### src/rtl/sampler_windowed.sv
// Codec frame sampler: writes one sample per L/R frame into a ring buffer and announces sliding analysis windows.
// Optional SAMPLER_MIX_EN: frame sample is the floor-average of left and right instead of left only.
module sampler_windowed #(
    parameter int unsigned DATA_W    = 16,
    parameter int unsigned ADDR_W    = 13,
    parameter int unsigned HOP_W     = 10,
    parameter int unsigned SLOT_W    = ADDR_W - HOP_W,
    parameter int unsigned WIN_SLOTS = 4
) (
    input  logic              clk,
    input  logic              reset_n,
    input  logic              run,
    input  logic [DATA_W-1:0] left_in_data,
    input  logic              left_in_valid,
    output logic              left_in_ready,
    input  logic [DATA_W-1:0] right_in_data,
    input  logic              right_in_valid,
    output logic              right_in_ready,
    output logic [DATA_W-1:0] ring_buf_data,
    output logic [ADDR_W-1:0] ring_buf_addr,
    output logic              ring_buf_wren,
    output logic [SLOT_W-1:0] window_start,
    output logic              go_out,
    input  logic              busy_in,
    output logic              overrun
);

    localparam logic [SLOT_W-1:0] L_WIN_SLOTS = SLOT_W'(WIN_SLOTS);
    localparam logic [SLOT_W-1:0] L_WS_OFS    = SLOT_W'(WIN_SLOTS - 1);

    typedef enum logic [1:0] {
        S_IDLE,
        S_WAIT_L,
        S_WAIT_R,
        S_WRITE
    } state_t;

    state_t            r_state;
    state_t            w_state_nxt;
    logic              r_left_ready;
    logic              r_right_ready;
    logic [DATA_W-1:0] r_left;
    logic [DATA_W-1:0] r_data;
    logic [ADDR_W-1:0] r_addr;
    logic [ADDR_W-1:0] r_wr_ptr;
    logic              r_wren;
    logic [SLOT_W-1:0] r_slots_filled;
    logic [SLOT_W-1:0] r_window_start;
    logic              r_go;
    logic              r_overrun;

    logic              w_left_beat;
    logic              w_right_beat;
    logic [DATA_W-1:0] w_sample;
    logic              w_slot_done;
    logic [SLOT_W-1:0] w_slot;
    logic [SLOT_W-1:0] w_filled_nxt;

    assign w_left_beat  = left_in_valid && r_left_ready;
    assign w_right_beat = right_in_valid && r_right_ready;

`ifdef SAMPLER_MIX_EN
    // Sum at DATA_W+1 bits so the average never overflows; >>> floors toward -inf.
    logic signed [DATA_W:0] w_sum;
    assign w_sum    = $signed({r_left[DATA_W-1], r_left})
                    + $signed({right_in_data[DATA_W-1], right_in_data});
    assign w_sample = DATA_W'(w_sum >>> 1);
`else
    logic w_unused_right;
    assign w_unused_right = ^right_in_data;
    assign w_sample       = r_left;
`endif

    always_ff @(posedge clk) begin
        if (!reset_n) r_state <= S_IDLE;
        else          r_state <= w_state_nxt;
    end

    // A left beat wins over a run drop so a started frame is always finished.
    always_comb begin
        w_state_nxt = r_state;
        case (r_state)
            S_IDLE:   if (run) w_state_nxt = S_WAIT_L;
            S_WAIT_L: begin
                if (w_left_beat) w_state_nxt = S_WAIT_R;
                else if (!run)   w_state_nxt = S_IDLE;
            end
            S_WAIT_R: if (w_right_beat) w_state_nxt = S_WRITE;
            S_WRITE:  w_state_nxt = S_WAIT_L;
            default:  w_state_nxt = S_IDLE;
        endcase
    end

    // Slot bookkeeping runs off the registered write so go_out trails wren by one cycle.
    assign w_slot_done  = r_wren && (&r_addr[HOP_W-1:0]);
    assign w_slot       = r_addr[ADDR_W-1:HOP_W];
    assign w_filled_nxt = (r_slots_filled == L_WIN_SLOTS) ? r_slots_filled
                                                          : r_slots_filled + SLOT_W'(1);

    always_ff @(posedge clk) begin
        if (!reset_n) begin
            r_left_ready   <= 1'b0;
            r_right_ready  <= 1'b0;
            r_left         <= '0;
            r_data         <= '0;
            r_addr         <= '0;
            r_wr_ptr       <= '0;
            r_wren         <= 1'b0;
            r_slots_filled <= '0;
            r_window_start <= '0;
            r_go           <= 1'b0;
            r_overrun      <= 1'b0;
        end else begin
            r_left_ready  <= (w_state_nxt == S_WAIT_L);
            r_right_ready <= (w_state_nxt == S_WAIT_R);
            r_wren        <= 1'b0;
            r_go          <= 1'b0;
            if (w_left_beat) r_left <= left_in_data;
            if (w_right_beat) begin
                r_wren   <= 1'b1;
                r_addr   <= r_wr_ptr;
                r_data   <= w_sample;
                r_wr_ptr <= r_wr_ptr + ADDR_W'(1);
            end
            if (w_slot_done) begin
                r_slots_filled <= w_filled_nxt;
                if (w_filled_nxt == L_WIN_SLOTS) begin
                    r_go           <= 1'b1;
                    r_window_start <= w_slot - L_WS_OFS;
                end
            end
            if (r_go && busy_in) r_overrun <= 1'b1;
        end
    end

    assign left_in_ready  = r_left_ready;
    assign right_in_ready = r_right_ready;
    assign ring_buf_data  = r_data;
    assign ring_buf_addr  = r_addr;
    assign ring_buf_wren  = r_wren;
    assign window_start   = r_window_start;
    assign go_out         = r_go;
    assign overrun        = r_overrun;

endmodule

### config.mk
export PLATFORM = sky130hd
export DESIGN_NAME = sampler_windowed
export DESIGN_NICKNAME = d
export VERILOG_FILES = /design/src/rtl/sampler_windowed.sv
export SDC_FILE = /design/constraint.sdc
export NUM_CORES = 1
export LEC_CHECK = 0
export CAP_MARGIN = 0
export CORE_AREA = 10 10 89 91
export CTS_CLUSTER_SIZE = 28
export DETAILED_ROUTE_END_ITERATION = 12
export DIE_AREA = 0 0 99 101
export PLACE_DENSITY_LB_ADDON = 0.1
export SLEW_MARGIN = 20
export SYNTH_ARGS = -nofsm -noshare
export SYNTH_HDL_FRONTEND = slang
export SYNTH_SLANG_ARGS = --single-unit
### constraint.sdc
create_clock -name clk -period 3.5 [get_ports clk]
set_input_delay 0.875 -clock clk [delete_from_list [all_inputs] [get_ports clk]]
set_output_delay 0.875 -clock clk [all_outputs]
set_load 0.01 [all_outputs]
==> reports/metrics.csv <==
stage,metric,value,unit
final_layout,final_cell_mix,"nand2_1, dfxtp_1, clkdlybuf4s50_1",
outcome,status,finished clean,
timing,tightest_slew,0.687,ns
die,die_area,10000,sq um
final_layout,fillers,578,
grt,antenna_found_initial,0,
timing,rsz0062_at_grt,false,
yosys,synth_compound_area_share,11.2,%
final_layout,final_common_cell,nand2_1,
yosys,synthAdderAreaFrac,1.86,%
yosys,yosysWarningCount,0,
critical_path,startpoint,right_in_valid,
pwr,p_sw_share,21.9,%
critical_path,worstPathMaxFanout,20,
critical_path,cp_top_family,buffers and inverters,
placed_design,hpwl,4.34,mm
final_layout,design.final.nets,423,
critical_path,crit_chain,"clkdlybuf4s50_1, and2_1, buf_4, nand2_1, a21oi_1",
detailed_routing,drt-pass1-iter-count,4,
yosys,ys_seq_area_share,52.9,%
critical_path,crit_path_start_kind,input port,
critical_path,critPathBufInv,2,
pwr,p_int,1.25,mW
die,die_height,101,um
min_path,hold_path.class,reg2reg,
detailed_routing,drt_iter0_drc,106,
grt,grt.total_usage,12.7,%
yosys,synth-seq-cells,71,
final_layout,area_growth,31.9,%
detailed_routing,highest_layer,met4,
yosys,post-synth-top-area-cell,dfxtp_1,
detailed_routing,wl_met2,2.71,mm
timing,setup_viol,0,
min_path,worstHoldStart,r_left[14],
pwr,combPwrFrac,3.9,%
critical_path,critPathMaxStageDelay,0.59,ns
critical_path,cp.arrival,2.53,ns
timing,finClkSkew,0.00762,ns
critical_path,end_kind,flip-flop,
pwr,powerDensity,451,nW/um^2
final_layout,design_area,3550,sq um
pwr,power.share.clock,44.8,%
critical_path,r2r_start,right_in_ready,
grt,grt_start_max_net_pins,34,
placed_design,portBuffers,58,
die,start_util,43.3,%
timing,fmax,442,MHz
timing,setup_slack,1.24,ns
detailed_routing,wl,6.17,mm
timing,post-route-period-util,64.6,%
pwr,switchingPower,350,uW
yosys,synth_simple_gate_area_share,25.1,%
detailed_routing,met3_length,542,um
yosys,synthTopCellsByArea,"dfxtp_1, nand2_1, a21oi_1",
grt,overflow,0,
run,drv_cap,0,
clock_network,cts_tree,built,
detailed_routing,viasPerCell,4.93,
placed_design,place_ws,0.876,ns
clock_network,ctsResizeCount,0,
timing,drv_slew,0,
critical_path,critPathRequiredTime,3.77,ns
clock_network,cts_hold_buf,0,
clock_network,clockRootBuffer,clkbuf_8,
detailed_routing,ant_nets,0,
pwr,ir_drop,0.258,mV
clock_network,cts_setup_buffers,0,
placed_design,place_area,3320,sq um
timing,hold_violations,0,
die,die_x,99,um
clock_network,numCtsBuffers,9,
detailed_routing,wl_met1,2.81,mm
yosys,synth.top_cell.area_share,52.9,%
detailed_routing,wl_per_cell,13.3,um
yosys,syn_area_per_cell,8.25,sq um
yosys,synth.area.mux_share,1.86,%
critical_path,crit_slowest_cell,and2_1,
clock_network,cts_max_level,3,
clock_network,clkLatencyLatePin,0.34,ns
grt,grt_pass1_wl,10.5,mm
die,core,6200,sq um
yosys,synthCells,326,
critical_path,path_class,in2reg,
grt,grt_pass1_vias,2259,
die,placementRows,29,
final_layout,drive_gt1_share,5.96,%
yosys,syn-num-nets,368,
yosys,synth_top_family_by_area,simple AND/OR/NAND/NOR gates,
timing,relSlewSlack,54.2,%
placed_design,gp_congestion,0.820,
clock_network,path_clk_slew,0.08,ns
clock_network,cts_sinks,71,
timing,period_needed,2.26,ns
timing,fin_setup_tns,0,ns
die,io_pins,75,
final_layout,num_antenna_cells,0,
detailed_routing,drc,0,
clock_network,cts_buffer_depth,2,
yosys,synth-xor-area-share,3.58,%
pwr,p_leak,1.22,nW
detailed_routing,routed-via-count,2284,
final_layout,final-seq-area,1420,sq um
yosys,syn_area,2690,sq um
final_layout,multiInputGateArea,1170,sq um
yosys,ys_types,30,
pwr,p_seq_share,51.3,%
==> area by class of cell <==
type / instances / share of cell area (%)
sequential: 71 / 40.1
timing repair buffer: 61 / 17.4
multi-input combinational: 233 / 33.1
tap: 77 / 2.72
clock inverter: 7 / 2.75
inverter: 5 / 0.529
clock buffer: 9 / 3.49
==> cell usage after synthesis <==
| master | number |
|---|---|
| o21ai_0 | 3 |
| nor4_2 | 2 |
| o21ai_1 | 1 |
| or3_1 | 2 |
| clkbuf_1 | 10 |
| nand2_1 | 108 |
| o21a_1 | 2 |
| nor2b_1 | 1 |
| and2_1 | 3 |
| nand4_4 | 1 |
| buf_6 | 1 |
| ha_1 | 4 |
| o32ai_1 | 1 |
| xor2_1 | 3 |
| inv_2 | 1 |
| and4b_1 | 1 |
| nor3_1 | 7 |
| nor2_1 | 18 |
| dfxtp_1 | 71 |
| nand3_1 | 4 |
| mux2i_1 | 5 |
| xnor2_1 | 8 |
| nand2b_1 | 1 |
| buf_1 | 2 |
| buf_2 | 4 |
| inv_1 | 4 |
| nand4b_1 | 1 |
| a21boi_0 | 1 |
| nand4_1 | 6 |
| a21oi_1 | 50 |
==> layer usage <==
layer  track usage (%)  vias up
met3              5.49       11
met4              6.28        0
li1                  -     1180
met1              14.7     1030
met2              19.6       63
met5                 0        -
==> worst reg2reg max path: stages, from the launching register on <==
cell,delay [ns]
dfxtp_1,0.43
and2_1,0.61
buf_4,0.34
nand2_1,0.08
a21oi_1,0.12
==> per-stage QoR <==
step                power, mW  std cells  utilization, %  hold slack [ns]
floorplan               0.868        326               -            0.432
global placement        0.903        447            53.6            0.436
detailed placement      0.903        447            53.6            0.444
CTS                      1.62        463            57.1            0.450
global route             1.66        463            57.1            0.472
finish                   1.60        463            57.1            0.453
==> logic make-up after synthesis <==
logic type      after synthesis
simple gates                155
flops                        71
compound gates               58
buf+inv                      22
xor+xnor                     11
mux                           5
fa+ha+maj                     4
==> worst paths after layout <==
check	to	slack, ns	cells after the start
max	ring_buf_data[4]	1.24	5
min	ring_buf_data[14]	0.45	2
max reg2reg	ring_buf_data[4]	1.85	4
min reg2reg	ring_buf_data[14]	0.45	2
==> state kept, by name, indices dropped and copies added (netlist names) <==
register,cells
ring_buf_wren,1
r_left,16
go_out,1
r_state,2
ring_buf_addr,13
left_in_ready,1
r_slots_filled,3
overrun,1
right_in_ready,1
ring_buf_data,16
window_start,3
r_wr_ptr,13
==> power groups by stage <==
stage / Clock, mW / Combinational, mW / Sequential [mW]
6_report: 0.716 / 0.0627 / 0.820
5_1_grt: 0.767 / 0.0695 / 0.821
4_1_cts: 0.734 / 0.0635 / 0.820
3_5_place_dp: 0 / 0.0633 / 0.839
3_3_place_gp: 0 / 0.0635 / 0.839
2_1_floorplan: 0 / 0.0289 / 0.839
No activity file was read; power rests on OpenSTA's default activity.
